`src/rtl/ad7606_frame_packer.sv`:
```
// ad7606_frame_packer: block-averages AD7606 frames and streams them as 8 valid/ready beats
module ad7606_frame_packer #(
  parameter int AVG_LOG2 = 2,
  parameter int DW       = 16
) (
  input  logic          clk,
  input  logic          rst_n,
  input  logic          update,
  input  logic [DW-1:0] ch1,
  input  logic [DW-1:0] ch2,
  input  logic [DW-1:0] ch3,
  input  logic [DW-1:0] ch4,
  input  logic [DW-1:0] ch5,
  input  logic [DW-1:0] ch6,
  input  logic [DW-1:0] ch7,
  input  logic [DW-1:0] ch8,
  input  logic          clr,
  output logic [DW-1:0] m_data,
  output logic [2:0]    m_chan,
  output logic          m_valid,
  input  logic          m_ready,
  output logic          m_first,
  output logic          m_last,
  output logic          overrun,
  output logic [15:0]   drop_cnt
);
  localparam int AW = DW + AVG_LOG2;
  localparam int FW = AVG_LOG2 > 0 ? AVG_LOG2 : 1;
  typedef enum logic {IDLE, SEND} state_t;
  state_t state, state_n;
  logic [7:0][DW-1:0] ch, avg, avg_n, out_buf;
  logic [7:0][AW-1:0] acc, sum;
  logic [FW-1:0] fcnt;
  logic [2:0] idx;
  logic wrap, done, hs, last_hs, load, ovr;
  assign ch = {ch8, ch7, ch6, ch5, ch4, ch3, ch2, ch1};
  assign wrap = fcnt == FW'((1 << AVG_LOG2) - 1);
  always_comb begin
    for (int i = 0; i < 8; i++) begin
      sum[i] = (fcnt == '0 ? '0 : acc[i]) + AW'(signed'(ch[i]));
      avg_n[i] = DW'(signed'(sum[i]) >>> AVG_LOG2);
    end
  end
  always_ff @(posedge clk or negedge rst_n) begin
    if (!rst_n) begin
      acc <= '0;
      fcnt <= '0;
      avg <= '0;
      done <= 1'b0;
    end else begin
      done <= update && !clr && wrap;
      if (clr) fcnt <= '0;
      else if (update) begin
        acc <= sum;
        fcnt <= wrap ? '0 : fcnt + 1'b1;
        if (wrap) avg <= avg_n;
      end
    end
  end
  always_ff @(posedge clk or negedge rst_n) begin
    if (!rst_n) state <= IDLE;
    else state <= state_n;
  end
  // a frame finishing on the final handshake reloads instead of being dropped
  always_comb begin
    hs = state == SEND && m_ready;
    last_hs = hs && idx == 3'd7;
    load = done && (state == IDLE || last_hs);
    ovr = done && state == SEND && !last_hs;
    state_n = load ? SEND : last_hs ? IDLE : state;
  end
  always_ff @(posedge clk or negedge rst_n) begin
    if (!rst_n) begin
      out_buf <= '0;
      idx <= '0;
      overrun <= 1'b0;
      drop_cnt <= '0;
    end else begin
      if (load) begin
        out_buf <= avg;
        idx <= '0;
      end else if (hs) idx <= idx + 3'd1;
      overrun <= ovr;
      if (ovr && drop_cnt != '1) drop_cnt <= drop_cnt + 16'd1;
    end
  end
  assign m_valid = state == SEND;
  assign m_data = m_valid ? out_buf[idx] : '0;
  assign m_chan = idx;
  assign m_first = m_valid && idx == 3'd0;
  assign m_last = m_valid && idx == 3'd7;
endmodule

```
`config.mk`:
```
export PLATFORM = sky130hd
export DESIGN_NAME = ad7606_frame_packer
export DESIGN_NICKNAME = d
export VERILOG_FILES = /design/src/rtl/ad7606_frame_packer.sv
export SDC_FILE = /design/constraint.sdc
export NUM_CORES = 1
export LEC_CHECK = 0
export CAP_MARGIN = 20
export CORE_MARGIN = 2
export CORE_UTILIZATION = 25
export CTS_BUF_LIST = sky130_fd_sc_hd__clkbuf_4 sky130_fd_sc_hd__clkbuf_8
export DETAILED_ROUTE_END_ITERATION = 7
export PLACE_DENSITY = 0.39
export SYNTH_ARGS = -nofsm -noshare
export SYNTH_HDL_FRONTEND = slang
export SYNTH_SLANG_ARGS = --single-unit
```
`constraint.sdc`:
```
create_clock -name clk -period 10.02 [get_ports clk]
set_input_delay 2.004 -clock clk [delete_from_list [all_inputs] [get_ports clk]]
set_output_delay 2.004 -clock clk [all_outputs]
set_load 0.005 [all_outputs]
```
; ---- Word-level counts from Yosys, hierarchy flattened
; Index checks and enable logic that the tools add are counted.
[op_classes]
n_addsub = 11
magnitude_cmp = 1
eq_ne = 3
muxes = 18
bitwise_logic = 2
reduce_logical = 20
[ops]
columns = op, count
row1 = adder 18 bit, 8
row2 = 2-to-1 mux 18 bit, 8
row3 = binary-select mux 16 bit (select 3 bit), 1
row4 = 2-to-1 mux 16 bit, 2
row5 = adder 16 x 1 -> 16 bit (second input constant), 1
row6 = != test 16 bit (second input constant), 1
row7 = logical AND 1 bit, 10
row8 = 2-to-1 mux 2 bit, 3
row9 = 2-to-1 mux 3 bit, 2
row10 = nonzero test 2 bit, 3
row11 = < comparator 3 x 4 -> 1 bit (second input constant), 1
row12 = adder 3 x 1 -> 3 bit (second input constant), 1
row13 = == test 3 bit (second input constant), 1
row14 = zero test 3 bit, 1
row15 = AND reduction 3 bit, 1
row16 = adder 2 x 1 -> 2 bit (second input constant), 1
row17 = == test 2 bit (second input constant), 1
row18 = zero test 1 bit, 2
row19 = zero test 2 bit, 1
row20 = 2-to-1 mux 1 bit, 2
row21 = inverter 1 bit, 2
row22 = AND reduction 2 bit, 1
row23 = logical OR 1 bit, 1
[totals]
register_bits = 424
input_bits = 133
out_inout_bits = 39
word_cells = 85

; ---- Logic depth before layout (Yosys ltp)
; Gate-level depths: netlist of the first run.
[logic_depth]
depth_word = 5
ltp_mapped = 16
mapped_depth_nobuf = 13

; ---- Worst setup path after synthesis of the first run
; No wires, ideal clock.
[synth_path]
kind = input port to flip-flop
start = input port ch5[1]
end = register avg[79] in the netlist's numbering
setup_ps = 125
arrival_time_ps = 3849
t_required_ps = 9895
setup_slack_ps = 6046
stages = 8
n_path_buf = 0
path_cell_list = ha_1 > a211oi_2 > o21bai_2 > o22ai_4 > o31ai_4 > a311oi_4 > xnor3_1 > mux2_4
[synth_via]
elab_chain_len = 1
[synth_rtl]
columns = element, line
row1 = from (decl), 13  ; input logic [DW-1:0] ch5,
row2 = adder 18 bit, 40  ; sum[i] = (fcnt == '0 ? '0 : acc[i]) + AW'(signed'(ch[i]));
row3 = to (signal assigned), 56  ; if (wrap) avg <= avg_n;
row4 = to (decl), 31  ; logic [7:0][DW-1:0] ch, avg, avg_n, out_buf;
; Every way passes these cells.
; A chain may end at the register's enable or synchronous reset.

; ---- Final worst setup path of the first run
[layout_path]
start = register idx[0], in the netlist m_chan[0]
end = output port m_data[6]
[layout_via]
elab_chain_len = 3
[layout_rtl]
columns = element, line
row1 = from (decl), 34  ; logic [2:0] idx;
row2 = from (signal assigned), 82  ; end else if (hs) idx <= idx + 3'd1;
row3 = binary-select mux 16 bit (select 3 bit), 88  ; assign m_data = m_valid ? out_buf[idx] : '0;
row4 = 2-to-1 mux 16 bit (implied by the code), 88
row5 = 2-to-1 mux 16 bit, 88
row6 = to (decl), 18  ; output logic [DW-1:0] m_data,
; Every way passes these cells. The select of a mux whose other input is x is not followed.

==> results by group, run 1 <==
Flow run
  • Max Cap Viol: 0

Final layout
  • Share of layout cells above drive strength 1: a little over an eighth
  • Nets@finish: slightly below 3000
  • Area delta synth->final: 19.9%
  • Most common cell after layout, fill and taps aside: dfrtp_1
  • Commonest non-fill, non-tap cells in the layout: dfrtp_1, nand2_1, clkdlybuf4s50_1

Place
  • HPWL Detailed: about 53000 µm
  • GP Congestion: ~0.84
  • Port Buffer Count: about 170

CTS
  • CTS clk-pin slew, worst paths: ~0.06 ns
  • Root buf cell: clkbuf_8
  • CTS tree: built
  • Clock tree buffer depth: 3
  • H-tree Lvls: 3
  • Setup Fix Bufs, Post-CTS: 0
  • Num CTS Buffers: 86
  • Clock Sinks: 424
  • Worst-Skew Late Latency: between 0.6 and 0.7 ns
  • PostCTS Resize Cnt: 0
  • Hold Buf Count CTS: 0

Synthesis
  • Post-Synthesis Cells: 2526
  • FF+latch count, synth: 424
  • Post-synthesis cell type count: 84
  • Yosys top cell area share: 43.2%
  • Synth warn: 0
  • Sequential area share after synthesis: between 40 and 50%
  • Async S/R FF share, synth: 100%
  • Number of flops mapped to enable cells by yosys: 0
  • Dominant synthesized flop cell: dfrtp_1
  • Mean Syn Cell Area: roughly 10 µm²
  • Mapped cell area: 24600 µm²
  • Leading area contributor after synthesis: dfrtp_1
  • Post-Syn Nets: 2809
  • Area contributors post-synth: dfrtp_1, ha_1, nand2_1, mux2_2, nor2b_1

Timing
  • RSZ-0062 raised after global routing: false
  • Max-Slew Margin vs Limit: ~30%
  • Max Fclk: between 0.15 and 0.2 GHz
  • Final Hold Fails: 0
  • Post-route minimum period: around 5.4 ns
  • # setup viols final: 0
  • Pin slew with the least headroom to its limit: 1.05 ns
  • Tcrit/Tclk final: 54.0%
  • Setup_tns: 0 ns
  • Clock Skew: 0.0337 ns
  • Slew Limit Fails: 0

Floorplan
  • Die H: around 320 µm
  • Core Rows: approximately 110
  • Die footprint: 101000 µm²
  • # IOs: 172
  • Starting density of the core: between 20% and 30%
  • Die Span X: 317 µm
  • Core Area: approximately 97000 µm²

Route
  • Drt first-iter violations: 1069
  • DR vias: 18803
  • Vias per Instance: around 4.7
  • Wire per inst: 18.3 µm
  • Drt pass-1 iters: 5
  • DRT antenna net count: 0
  • Total wire length: ~73000 µm
  • DR DRC count: 0

Global routing
  • Gr ovfl total: 0
  • First-pass GRT wire length: 115000 µm
  • Vias in the first global route: 19171
  • Total GRT Usage: 14.5%
  • Initial antenna violation count: 4
  • Largest net degree at the start of global routing: roughly 190

Power and ir drop
  • Total Power: between 5 and 6 mW
  • Leakage: approximately 13 nW
  • Maximum vdd drop: 0.000109 V
  • P per Cell Area: 193 nW/µm²

Worst setup path
  • Worst Setup Start Kind: flip-flop
  • Crit path DAT: 3.40 ns
  • R2r setup slk: ~5.5 ns
  • RR Startpoint: fcnt[0]
  • CP Max Fanout: 35
  • Crit path capture type: primary output
  • CP Class: reg2out
  • R2R Path End: avg[47]
  • Required @ worst endpoint: 8.02 ns
  • Worst R2R Path Depth: 13

Status
  • Status: finished clean

Hold path
  • Hold Path Depth: 2
  • WHS Endpoint: acc[126]
  • Startpoint of the lowest-slack hold path: acc[126]
  • Hold Crit Class: reg2reg
registers in the layout, summed over array words and instances, names as in the netlist:
signal,cells
acc,144
avg,128
done,1
drop_cnt,16
fcnt,2
m_chan,3
m_valid,1
out_buf,128
overrun,1
power breakdown:
group | leakage [nW] | total [mW] | internal (mW) | switching (mW)
logic | 6.75 | 1.53 | 0.656 | 0.875
clock network | 0.954 | 1.92 | 1.10 | 0.824
registers | 5.60 | 2.24 | 2.03 | 0.209
total | 13.3 | 5.69 | 3.78 | 1.91
cells by family after synthesis:
family / after synthesis / synth area share (%)
AOI/OAI and AO/OA: 644 / 16.4
DFF: 424 / 43.2
xor gates and xnor gates: 102 / 3.75
muxes: 175 / 9.47
and+or+nand+nor: 855 / 16.5
adders and majority gates: 150 / 7.88
buffers and inverters: 176 / 2.81
cell type report:
type / count / area, µm²
antenna: 1 / 2.50
clock buffer: 127 / 1590
clock inverter: 24 / 228
fill: 10077 / 67500
inverter: 57 / 214
multi-input combinational: 1926 / 13300
sequential: 424 / 10600
tap: 1276 / 1600
timing repair buffer: 188 / 1900
per-layer routing:
layer	part of all wire (%)	up-vias	wire length, µm	track usage, %
li1	-	9273	-	-
met1	50	9123	36900	20.8
met2	44	304	32700	22.7
met3	3.4	97	2490	2.14
met4	1.9	6	1360	4.00
met5	0.048	-	35	0
worst max-delay path by stage:
| stage | from | end | slack [ns] | cells after the start |
|---|---|---|---|---|
| 2_1_floorplan | ch5[1] | avg[79] | 6.05 | 8 |
| 3_5_place_dp | update | avg[118] | 4.42 | 7 |
| 4_1_cts | m_chan[0] | m_data[8] | 4.53 | 5 |
| 6_report | m_chan[0] | m_data[6] | 4.61 | 5 |
| 3_3_place_gp | update | avg[118] | 4.47 | 7 |
| 5_1_grt | m_chan[0] | m_data[7] | 4.46 | 5 |
Yosys cell counts, drive strengths merged, types with 6 or more instances:
library cell / number
a211o: 6
a211oi: 26
a21boi: 26
a21o: 43
a21oi: 111
a31oi: 16
and2: 10
and3: 19
buf: 32
clkbuf: 87
dfrtp: 424
fa: 8
ha: 142
inv: 56
mux2: 136
mux2i: 7
mux4: 32
nand2: 417
nand2b: 45
nand3: 39
nand4: 16
nor2: 82
nor2b: 151
nor3: 36
nor3b: 8
o2111ai: 7
o211ai: 24
o21a: 29
o21ai: 271
o21bai: 8
o31a: 7
o31ai: 35
or2: 8
or3: 7
or4: 8
xnor2: 39
xor2: 61
worst max-delay path, cell delays in order (launching register included):
cell	delay (ns)
dfrtp_2	0.36
buf_4	0.55
mux4_2	0.40
nand2_1	0.06
a21boi_0	0.66
clkdlybuf4s50_1	0.64
per-stage QoR:
stage	util, %	instances	hold slack, ns	cell area [µm²]	setup WS [ns]
final	30.4	4023	0.464	29400	4.61
after global routing	30.4	4023	0.489	29400	4.46
after CTS	30.3	4020	0.469	29400	4.53
after detailed placement	28.4	3869	0.455	27600	4.42
after global placement	28.4	3869	0.450	27600	4.47
after floorplan	-	2526	0.438	24600	6.05
(Power assumes the default switching activity.)
==> run 2, diff against run 1 <==
Settings changed: PLACE_DENSITY 0.39 to 0.41.
Clock period 10.02 ns to 4.7 ns, I/O delays scaled along.
==> results by group, run 2 (same netlist as run 1, synthesis figures left out) <==
Power and ir drop
  • Logic gate share of total power: 27.3% (+0.4 points)
  • Reg power frac: 40.5% (+1.1 points)
  • Net Sw Frac: 33.5% (-0.051 points)
  • Maximum vdd drop: 0.000175 V (+62%)
  • Leakage: 13.4 nW (+0.68%)
  • Internal power: 7.94 mW (+110%)
  • P per Cell Area: 404 nW/µm² (+110%)
  • Clock Power Share: 32.2% (-1.5 points)
  • Sw Pwr: 4.00 mW (+110%)
  • Total Power: 11.9 mW (+110%)

Global routing
  • Initial antenna violation count: 6 (+2)
  • Total GRT Usage: 14.8% (+0.29 points)
  • Largest net degree at the start of global routing: 122 (-34%)
  • Gr ovfl total: 0 (unchanged)
  • Vias in the first global route: 19462 (+1.5%)
  • First-pass GRT wire length: 117000 µm (+1.8%)

Route
  • Vias per Instance: 4.69 (+0.30%)
  • Total wire length: 74900 µm (+1.9%)
  • DRT antenna net count: 0 (unchanged)
  • DR DRC count: 0 (unchanged)
  • DR vias: 18940 (+0.73%)
  • Drt pass-1 iters: 5 (unchanged)
  • Wire per inst: 18.5 µm (+1.5%)
  • Drt first-iter violations: 985 (-7.9%)

Timing
  • RSZ-0062 raised after global routing: false
  • Final Hold Fails: 0 (unchanged)
  • Tcrit/Tclk final: 90.6%
  • Max Fclk: 0.235 GHz
  • Max-Slew Margin vs Limit: 31.8% (+1.9 points)
  • Clock Skew: 0.0397 ns (+0.00599 ns)
  • Setup_tns: 0 ns (unchanged)
  • # setup viols final: 0 (unchanged)
  • Final worst slack: 0.440 ns (-4.17 ns)
  • Slew Limit Fails: 0 (unchanged)
  • Post-route minimum period: between 4 and 5 ns
  • Pin slew with the least headroom to its limit: 1.02 ns (-0.0289 ns)

Flow run
  • Max Cap Viol: 0 (unchanged)

Worst setup path
  • Worst path max stage delay: 0.93 ns (+0.27 ns)
  • Crit path DAT: 3.32 ns (-0.08 ns)
  • Required @ worst endpoint: 3.76 ns (-4.26 ns)
  • CP top delay family: flip-flops
  • Critical Path Stages: 4 (-1)
  • Slowest stage cell, crit path: dfrtp_2
  • Worst R2R Path Depth: 13 (unchanged)
  • CP cell instances: mux4_2 -> nand2_1 -> a21boi_0 -> clkdlybuf4s50_1
  • Crit path capture type: primary output
  • CP Class: reg2out
  • Worst Setup Start Kind: flip-flop
  • CP Max Fanout: 27 (-23%)
  • Worst path bufs/invs: 1 (-1)

Final layout
  • Share of layout cells above drive strength 1: 13.8% (+0.47 points)
  • # fillers: 10088 (+0.11%)
  • Max FFs per register: 144 (unchanged)
  • Final Instance Area: 29600 µm² (+0.40%)
  • Most common cell after layout, fill and taps aside: dfrtp_1
  • Nets@finish: 2987 (+0.71%)
  • Final core occ: 30.5% (+0.12 points)
  • Commonest non-fill, non-tap cells in the layout: dfrtp_1, nand2_1, clkdlybuf4s50_1
  • Register with the most flip-flops: acc
  • Area delta synth->final: 20.3%
  • Top Registers: acc: 144 flops, avg: 128 flops, out_buf: 128 flops

Status
  • Status: finished clean

CTS
  • Setup Fix Bufs, Post-CTS: 0 (unchanged)
  • Clock Sinks: 424 (unchanged)
  • Root buf cell: clkbuf_8
  • PostCTS Resize Cnt: 0 (unchanged)
  • Worst-Skew Late Latency: 0.68 ns (about the same)
  • CTS tree: built
  • Hold Buf Count CTS: 0 (unchanged)
  • CTS clk-pin slew, worst paths: 0.06 ns (about the same)
  • Clock tree buffer depth: 3 (unchanged)
  • H-tree Lvls: 3 (unchanged)
  • Num CTS Buffers: 83 (-3.5%)

Hold path
  • Hold Crit Class: in2async

Place
  • Pre-CTS WS: 0.902 ns (-3.51 ns)
  • Port Buffer Count: 171 (unchanged)
  • Post-DP Area: 27900 µm² (+1.1%)
  • GP Congestion: 0.832 (-0.73%)
  • HPWL Detailed: 55100 µm (+4.3%)

Floorplan
  • Die Span X: 317 µm (unchanged)
  • Starting density of the core: 25.3% (unchanged)
  • Die footprint: 101000 µm² (unchanged)
  • # IOs: 172 (unchanged)
  • Die H: 317 µm (unchanged)
  • Core Area: 97000 µm² (unchanged)
  • Core Rows: 114 (unchanged)
[run 2: cell types whose count changed in the layout (fill, tap and decap cells not counted)]
cell,before,now
clkbuf_4,25,28
bufinv_16,3,2
inv_6,3,1
buf_12,1,10
clkbuf_8,102,95
buf_16,2,0
clkinv_2,11,13
diode_2,1,3
clkinvlp_4,6,2
buf_4,14,31
[run 2: per-layer routing]
metal | track usage [%] | wire, µm | share of wire (%)
met1 | 20.9 | 37000 | 49
met2 | 23.4 | 33700 | 45
met3 | 2.79 | 3110 | 4.2
met4 | 3.58 | 1090 | 1.5
met5 | 0 | 13 | 0.017
[run 2: power groups by stage]
stage / clock, mW / sequential (mW) / combinational, mW
finish: 3.85 / 4.84 / 3.26
CTS: 4.02 / 4.86 / 3.32
global placement: 0 / 4.90 / 3.25
detailed placement: 0 / 4.92 / 3.30
floorplan: 0 / 4.63 / 2.37
global route: 4.19 / 4.94 / 3.68
[run 2: worst paths after layout]
path	slack, ns	start	to
max	0.44	m_chan[0]	m_data[10]
min	0.33	rst_n	avg[96]
max reg2reg	1.09	fcnt[0]	avg[89]
min reg2reg	0.47	acc[54]	acc[54]
max in group asynchronous	3.34	rst_n	acc[10]
min in group clk	0.47	acc[54]	acc[54]
[run 2: layout make-up]
class,count,area [µm²],area share (%)
well taps,1276,1600,5.40
flip-flops and latches,424,10600,35.9
repair buffers,212,2150,7.27
multi-input cells,1926,13300,45.0
clock buffers,123,1520,5.13
inverters,57,214,0.724
clock inverters,19,160,0.542
diodes,3,7.51,0.0254
[run 2: per-stage QoR]
step           hold WS (ns)  std cells
6_report              0.326       4040
5_1_grt               0.358       4038
4_1_cts               0.328       4037
3_5_place_dp          0.457       3895
3_3_place_gp          0.449       3895
2_1_floorplan         0.438       2526
==> run 3, diff against run 2 <==
--- a/config.mk
+++ b/config.mk
@@ -12,3 +12,3 @@
 export DETAILED_ROUTE_END_ITERATION = 7
-export PLACE_DENSITY = 0.41
+export PLACE_DENSITY_LB_ADDON = 0.12
 export SYNTH_ARGS = -nofsm -noshare
==> constraint.sdc (replaced) <==
create_clock -name clk -period 4.7 [get_ports clk]
set_input_delay 0.705 -clock clk [delete_from_list [all_inputs] [get_ports clk]]
set_output_delay 0.705 -clock clk [all_outputs]
set_load 0.005 [all_outputs]
==> results by group, run 3 (same netlist as run 1, synthesis figures left out) <==
Final layout
  • Layout Cells excl Fill: 4039 (-0.025%)
  • Share of layout cells above drive strength 1: 13.8% (about the same)
  • Register with the most flip-flops: acc
  • Max FFs per register: 144 (unchanged)
  • Final Instance Area: 29600 µm² (+0.23%)
  • Top Registers: acc: 144 flops, avg: 128 flops, out_buf: 128 flops
  • Most common cell after layout, fill and taps aside: dfrtp_1
  • Nets@finish: 2982 (-0.17%)
  • Commonest non-fill, non-tap cells in the layout: dfrtp_1, nand2_1, clkdlybuf4s50_1
  • Area delta synth->final: 20.6%

Worst setup path
  • Worst R2R Path Depth: 14 (+1)
  • Worst path max stage delay: 0.89 ns (-0.04 ns)
  • CP Class: reg2out
  • Crit path DAT: 3.47 ns (+0.15 ns)
  • Critical path launch point: m_chan[0]
  • R2R Path End: avg[14]
  • Crit path capture type: primary output
  • Worst path bufs/invs: 2 (+1)
  • CP Capture Point: m_data[0]
  • Critical Path Stages: 5 (+1)
  • CP top delay family: buffers and inverters
  • Worst Setup Start Kind: flip-flop
  • CP cell instances: buf_4 -> mux4_2 -> nand2_1 -> a21boi_0 -> clkdlybuf4s50_1
  • Required @ worst endpoint: 3.99 ns (+0.23 ns)
  • CP Max Fanout: 25 (-7.4%)
  • RR Startpoint: fcnt[0]
  • Slowest stage cell, crit path: dfrtp_2
  • R2r setup slk: 1.14 ns (+0.05 ns)

Power and ir drop
  • P per Cell Area: 412 nW/µm² (+2.0%)
  • Sw Pwr: 4.08 mW (+2.0%)
  • Net Sw Frac: 33.4% (-0.085 points)
  • Logic gate share of total power: 26.2% (-1.1 points)
  • Leakage: 13.4 nW (+0.24%)
  • Maximum vdd drop: 0.000183 V (+4.4%)
  • Internal power: 8.13 mW (+2.4%)
  • Clock Power Share: 33.8% (+1.6 points)
  • Reg power frac: 40.0% (-0.5 points)

Timing
  • RSZ-0062 raised after global routing: false
  • Max Fclk: 0.239 GHz (+2.0%)
  • Setup_tns: 0 ns (unchanged)
  • Final Hold Fails: 0 (unchanged)
  • Pin slew with the least headroom to its limit: 0.827 ns (-0.197 ns)
  • Tcrit/Tclk final: 88.9% (-1.8 points)
  • Post-route minimum period: 4.18 ns (-0.0833 ns)
  • # setup viols final: 0 (unchanged)
  • Clock Skew: 0.0319 ns (-0.00782 ns)
  • Max-Slew Margin vs Limit: 44.9% (+13 points)
  • Slew Limit Fails: 0 (unchanged)

Route
  • Drt pass-1 iters: 5 (unchanged)
  • Vias per Instance: 4.67 (-0.45%)
  • Wire per inst: 18.4 µm (-0.94%)
  • Total wire length: 74100 µm (-0.97%)
  • DRT antenna net count: 0 (unchanged)
  • DR vias: 18850 (-0.48%)
  • DR DRC count: 0 (unchanged)
  • Drt first-iter violations: 1145 (+16%)

Place
  • Port Buffer Count: 171 (unchanged)
  • DP Cell Count: 3884 (-0.28%)
  • GP Congestion: 0.801 (-3.7%)
  • Post-DP Area: 27800 µm² (-0.43%)
  • HPWL Detailed: 53900 µm (-2.0%)

Status
  • Status: finished clean

CTS
  • Setup Fix Bufs, Post-CTS: 0 (unchanged)
  • H-tree Lvls: 3 (unchanged)
  • Root buf cell: clkbuf_8
  • Num CTS Buffers: 87 (+4.8%)
  • Clock tree buffer depth: 3 (unchanged)
  • Clock Sinks: 424 (unchanged)
  • CTS tree: built
  • CTS clk-pin slew, worst paths: 0.05 ns (about the same)
  • Worst-Skew Late Latency: 0.68 ns (about the same)

Global routing
  • Vias in the first global route: 19244 (-1.1%)
  • Total GRT Usage: 14.7% (-0.10 points)
  • First-pass GRT wire length: 116000 µm (-0.91%)
  • Gr ovfl total: 0 (unchanged)
  • Initial antenna violation count: 10 (+4)
  • Largest net degree at the start of global routing: 113 (-7.4%)

Floorplan
  • Core Area: 97000 µm² (unchanged)
  • Starting density of the core: 25.3% (unchanged)
  • Die Span X: 317 µm (unchanged)
  • # IOs: 172 (unchanged)
  • Core Rows: 114 (unchanged)
  • Die H: 317 µm (unchanged)
  • Die footprint: 101000 µm² (unchanged)

Hold path
  • Hold Path Depth: 2
  • Hold Crit Class: reg2reg

Flow run
  • Max Cap Viol: 0 (unchanged)
-- run 3: stage by stage --
| step | utilization, % | hold slack (ns) | total power [mW] | worst slack, ns |
|---|---|---|---|---|
| 2_1_floorplan | - | 0.409 | 7.00 | 1.16 |
| 3_3_place_gp | 28.6 | 0.449 | 8.13 | 1.13 |
| 3_5_place_dp | 28.6 | 0.454 | 8.19 | 1.11 |
| 4_1_cts | 30.5 | 0.469 | 12.5 | 0.402 |
| 5_1_grt | 30.6 | 0.485 | 13.1 | 0.338 |
| 6_report | 30.6 | 0.464 | 12.2 | 0.523 |
-- run 3: metal layers --
metal / wire, µm / part of all wire (%) / GRT usage [%] / vias to the layer above
met4: 1820 / 2.4 / 4.86 / 6
met5: 37 / 0.050 / 0 / -
met1: 37500 / 51 / 21.3 / 9099
met2: 31800 / 43 / 22.1 / 335
met3: 2900 / 3.9 / 2.57 / 110
li1: - / - / - / 9300
-- run 3: worst register-to-register path, delay by kind of cell, from the launching register on --
| family | cells | cell delay, ns |
|---|---|---|
| buf+inv | 3 | 0.46 |
| flops | 1 | 0.41 |
| compound gates | 5 | 1.29 |
| simple gates | 2 | 0.18 |
| xor+xnor | 1 | 0.40 |
| fa+ha+maj | 3 | 0.72 |
-- run 3: how the worst min path moves through the flow --
stage	endpoint	from
floorplan	acc[0]	rst_n
global placement	acc[36]	acc[36]
detailed placement	acc[126]	acc[126]
CTS	acc[126]	acc[126]
global route	acc[22]	acc[22]
finish	acc[22]	acc[22]
-- run 3: final cells by class --
class	instances	area, µm²
multi-input cells	1926	13300
repair buffers	203	2070
flip-flops and latches	424	10600
inverters	57	214
clock inverters	19	154
clock buffers	133	1680
fillers	10046	67400
well taps	1276	1600
diodes	1	2.50
-- run 3: timing repair --
action | in CTS | in global routing
hold endpoints to repair | 19 | 0
resized for setup | 0 | 0
endpoints found under the setup margin | 0 | 0
hold buffers | 1 | 0
-- run 3: power by group through the flow --
stage | sequential (mW) | clock [mW] | combinational [mW]
2_1_floorplan | 4.63 | 0 | 2.37
3_3_place_gp | 4.94 | 0 | 3.19
3_5_place_dp | 4.96 | 0 | 3.23
4_1_cts | 4.90 | 4.31 | 3.25
5_1_grt | 4.99 | 4.47 | 3.64
6_report | 4.88 | 4.12 | 3.20
